<file path="src/rtl/timer_loader.sv">
`default_nettype none
// ============================================================================
// Module      : timer_loader
// Description : Keypad-side writer for the microwave M:SS counter chain.
//               Collects BCD keys, validates start, pulses loadn, gates EN.
//               Optional pause on stop-in-RUN: define TIMER_LOADER_PAUSE_EN.
// Revision    : 1.0 - initial release
// ============================================================================
module timer_loader #(
    parameter int MAX_MINS = 9,
    parameter int LOAD_LEN = 1
) (
    input  logic       clk,
    input  logic       clear,
    input  logic       key_valid,
    input  logic [3:0] key_code,
    input  logic       start,
    input  logic       stop,
    input  logic       timer_done,
    output logic [3:0] data_mins,
    output logic [3:0] data_tens,
    output logic [3:0] data_units,
    output logic       loadn,
    output logic       EN,
    output logic       err,
    output logic       done
);

    typedef enum logic [2:0] {
        ST_IDLE  = 3'd0,
        ST_ENTRY = 3'd1,
        ST_LOAD  = 3'd2,
        ST_RUN   = 3'd3,
        ST_PAUSE = 3'd4
    } state_t;

    localparam logic [2:0] c_LOAD_LAST = 3'(LOAD_LEN - 1);
    localparam logic [3:0] c_MAX_MINS  = 4'(MAX_MINS);

    state_t     r_state;
    logic [3:0] r_m;
    logic [3:0] r_t;
    logic [3:0] r_u;
    logic [2:0] r_load_cnt;
    logic       r_loadn;
    logic       r_en;
    logic       r_err;
    logic       r_done;

    logic       w_key_ok;
    logic       w_entry_zero;
    logic       w_start_ok;

    assign w_key_ok     = key_valid && (key_code <= 4'd9);
    assign w_entry_zero = (r_m == 4'd0) && (r_t == 4'd0) && (r_u == 4'd0);
    assign w_start_ok   = (r_t <= 4'd5) && (r_m <= c_MAX_MINS) && !w_entry_zero;

    assign data_mins  = r_m;
    assign data_tens  = r_t;
    assign data_units = r_u;
    assign loadn      = r_loadn;
    assign EN         = r_en;
    assign err        = r_err;
    assign done       = r_done;

    // Each state branch tests its events in priority order: stop, timer_done, start, key.
    always_ff @(posedge clk) begin
        if (clear) begin
            r_state    <= ST_IDLE;
            r_m        <= 4'd0;
            r_t        <= 4'd0;
            r_u        <= 4'd0;
            r_load_cnt <= 3'd0;
            r_loadn    <= 1'b1;
            r_en       <= 1'b0;
            r_err      <= 1'b0;
            r_done     <= 1'b0;
        end else begin
            r_err  <= 1'b0;
            r_done <= 1'b0;
            case (r_state)
                ST_IDLE: begin
                    if (w_key_ok) begin
                        r_m     <= r_t;
                        r_t     <= r_u;
                        r_u     <= key_code;
                        r_state <= ST_ENTRY;
                    end
                end
                ST_ENTRY: begin
                    if (stop) begin
                        {r_m, r_t, r_u} <= 12'd0;
                        r_state         <= ST_IDLE;
                    end else if (start) begin
                        if (w_start_ok) begin
                            r_loadn    <= 1'b0;
                            r_load_cnt <= 3'd0;
                            r_state    <= ST_LOAD;
                        end else begin
                            r_err <= 1'b1;
                        end
                    end else if (w_key_ok) begin
                        r_m <= r_t;
                        r_t <= r_u;
                        r_u <= key_code;
                    end
                end
                ST_LOAD: begin
                    if (stop) begin
                        r_loadn         <= 1'b1;
                        {r_m, r_t, r_u} <= 12'd0;
                        r_state         <= ST_IDLE;
                    end else if (r_load_cnt == c_LOAD_LAST) begin
                        // loadn rises and EN rises on the same edge, so they never overlap.
                        r_loadn <= 1'b1;
                        r_en    <= 1'b1;
                        r_state <= ST_RUN;
                    end else begin
                        r_load_cnt <= r_load_cnt + 3'd1;
                    end
                end
                ST_RUN: begin
                    if (stop) begin
                        r_en <= 1'b0;
`ifdef TIMER_LOADER_PAUSE_EN
                        r_state <= ST_PAUSE;
`else
                        {r_m, r_t, r_u} <= 12'd0;
                        r_state         <= ST_IDLE;
`endif
                    end else if (timer_done) begin
                        r_en            <= 1'b0;
                        r_done          <= 1'b1;
                        {r_m, r_t, r_u} <= 12'd0;
                        r_state         <= ST_IDLE;
                    end
                end
`ifdef TIMER_LOADER_PAUSE_EN
                ST_PAUSE: begin
                    if (stop) begin
                        {r_m, r_t, r_u} <= 12'd0;
                        r_state         <= ST_IDLE;
                    end else if (start) begin
                        r_en    <= 1'b1;
                        r_state <= ST_RUN;
                    end
                end
`endif
                default: begin
                    r_loadn <= 1'b1;
                    r_en    <= 1'b0;
                    r_state <= ST_IDLE;
                end
            endcase
        end
    end

endmodule
`default_nettype wire

</file>
<file path="config.mk">
export PLATFORM = sky130hd
export DESIGN_NAME = timer_loader
export DESIGN_NICKNAME = d
export VERILOG_FILES = /design/src/rtl/timer_loader.sv
export SDC_FILE = /design/constraint.sdc
export NUM_CORES = 1
export LEC_CHECK = 0
export BUFFER_PORTS_ARGS = -buffer_cell sky130_fd_sc_hd__buf_2
export CORE_UTILIZATION = 52
export DETAILED_ROUTE_END_ITERATION = 10
export HOLD_SLACK_MARGIN = 0.1
export PLACE_DENSITY = 0.85
export SKIP_LAST_GASP = 1
export SLEW_MARGIN = 10
export SYNTH_ARGS = -nofsm -noshare
export SYNTH_HDL_FRONTEND = slang
export SYNTH_SLANG_ARGS = --single-unit
</file>
<file path="constraint.sdc">
create_clock -name clk -period 2.24 [get_ports clk]
set_input_delay 0.448 -clock clk [delete_from_list [all_inputs] [get_ports clk]]
set_output_delay 0.448 -clock clk [all_outputs]
set_load 0.01 [all_outputs]
</file>
==> results.md <==
- Final setup TNS: 0 ns
- Average cell area after synthesis: 8.31 um^2
- Status: complete, no violations
- Dpl ws: 0.294 ns
- Post-synth EDFFs: 0
- Max Cap Viol: 0
- Resized Gates After CTS: 0
- Layout cell share with drive strength beyond 1: around a quarter
- Die Width: about 48 um
- DR WL/cell: between 10 and 15 um
- Uppermost routed layer: met4
- Synth Instances: roughly 140
- Most frequent cells in the layout: buf_2 (25), dfxtp_1 (21), nand2_1 (21)
- Yosys top cell area share: a little under two fifths
- # clock sinks: 21
- Total design power: 1.03 mW
- Clk buf depth: 2
- Tcrit/Tclk final: between 80% and 90%
- Synth Flop Type: dfxtp_1
- Starting density of the core: between 50% and 60%
- Initial antenna violation count: 0
- ANT cells: 0
- Fin util: about two thirds
- TritonCTS clock tree: built
- Area leader, netlist: dfxtp_1
- Number of global-route vias before repair: 1024
- Die ar.: approximately 0.0023 mm^2
- Critical path class: register to register
- Max VDD drop: around 0.00047 V
- Final layout net count: between 150 and 200
- Clk Latency, worst-skew pair: around 0.30 ns
- Starting DRT DRC Count: 35
- Largest net degree at the start of global routing: 13
- Leakage: between 0.5 and 0.6 nW
- Vias per std cell: slightly below 6
- Core area: roughly 0.0020 mm^2
- Max-Slew Margin vs Limit: 63.6%
- Final instance area: 0.00130 mm^2
- Unique cell type count in the Yosys netlist: 34
- Mapped Nets: 151
- Placed Cells: about 180
- Inserted Clock Buffers: 3
- Async SR Flop Fraction: 0%
- Row cnt: 16
- DR WL met2: about 1200 um
- Hold WC Path Type: input pin to register
- Fin Clk Skew: ~0.011 ns
- Hold buffers post-CTS: 0
- GPL Wtd Cong: 0.854
- Final Hold Viols: 0
- Root Buffer: clkbuf_4
- All-Layer GR Usage: a little under a quarter
- Boundary pin count: 26
- Slew @ Worst Pin: 0.544 ns
- Data required, critical path: about 2.5 ns
- Routed length on met1: roughly 1200 um
- Global-route wire length before repair: roughly 4400 um
- Crit-path max FO: 10
- Number of warnings printed during yosys synthesis: 0
- Startpoint types: register
- Hpwl dp: approximately 1900 um
- Fin cells: 188
- Synth Cell Area: 0.00112 mm^2
- Post-synthesis sequential area ratio: roughly 37%
- CP Capture Type: register
- Ranking of synthesized cells by area: dfxtp_1 (37%), a21oi_1 (7.1%), nand2_1 (7.0%), ha_1 (6.7%), o21ai_0 (5.8%)
- Met3 wire len: roughly 140 um
- Post-CTS setup buffer count: 0
- Die Ht: roughly 48 um
- Reg clk slew, reported paths: 0.13 ns
- DP Area: between 0.001 and 0.0015 mm^2
- First-pass iteration count of the detailed router: 4
- Unrepaired setup endpoints after global routing: false
- Area Overhead vs Synth: 15.9%
- I/O Buffers: 25
- Fin. max-slew vios: 0
- Overflow after GRT: 0
- H-tree Lvls: 1
- Commonest non-fill, non-tap cell in the layout: buf_2
- Hold_ws: 0.383 ns
- Synthesized flop and latch total: 21
- WL final: 2550 um
- Via count: 1115
- Power Density: roughly 790 mW/mm^2
- Setup WS post-layout: about 0.26 ns
- # setup viols final: 0
- Fmax: 505 MHz
- Worst EP arrival: ~2.2 ns
- Minimum clock period: a little under 2 ns
- DRT antenna net count: 0
- DRC: 0
-- per-layer routing --
| metal | global-route usage, % | up-vias |
|---|---|---|
| met5 | 0 | - |
| met4 | 9.80 | 0 |
| met3 | 4.72 | 2 |
| met2 | 39.7 | 46 |
| met1 | 29.5 | 525 |
| li1 | - | 542 |
-- path summary, 6_finish.rpt --
| path | start | end | slack, ns | cells after the start |
|---|---|---|---|---|
| worst max-delay path | r_state[0]$_SDFFE_PP0P_ | r_state[0]$_SDFFE_PP0P_ | 0.26 | 7 |
| worst max register to register | r_state[0]$_SDFFE_PP0P_ | r_state[0]$_SDFFE_PP0P_ | 0.26 | 7 |
| worst min register to register | data_units[2]$_SDFFE_PP0P_ | data_tens[2]$_SDFFE_PP0P_ | 0.49 | 2 |
| worst min-delay path | key_code[0] | data_units[0]$_SDFFE_PP0P_ | 0.38 | 3 |
-- registers in the layout, indices dropped and copies added, names as in the netlist --
register,cells
EN,1
data_mins,4
data_tens,4
data_units,4
done,1
err,1
loadn,1
r_load_cnt,3
r_state,2
-- report_power, final --
part	total (mW)	internal [mW]	switching, mW
registers	0.435	0.407	0.0283
logic	0.413	0.157	0.256
clock network	0.183	0.0665	0.116
total	1.03	0.630	0.400
-- Yosys cell counts, drive strengths merged (2+ instances only) --
library cell  number
nor2b              2
o21ai             13
and3               3
dfxtp             21
nor2               6
nor4               4
clkbuf             5
ha                 6
inv                5
nand3              2
nand2             21
nand2b             4
nor3               3
a21oi             18
a211o              3
o41ai              3
-- critical path, cell delays in order (launching register included) --
cell,delay (ns)
dfxtp_1,0.39
inv_1,0.09
ha_1,0.34
nor2b_1,0.21
a21o_1,0.19
a221oi_2,0.25
nand2_1,0.14
o41ai_2,0.28
-- cell type report --
cell class | instances | area, um^2
fillers | 181 | 701
repair buffers | 28 | 148
well taps | 27 | 33.8
multi-input cells | 103 | 653
inverters | 5 | 18.8
clock buffers | 3 | 22.5
clock inverters | 1 | 5.00
flip-flops and latches | 21 | 420
-- cell families (layout without fill, tap and decap cells) --
family	after synthesis	after routing	synth area share [%]
flip-flops	21	21	37.5
AND/OR/NAND/NOR	51	51	23.3
adder cells (fa/ha/maj)	6	6	6.69
AO/OA/AOI/OAI	46	46	28.2
buffers and inverters	11	37	4.35
Power figures use the tool's default switching activity.
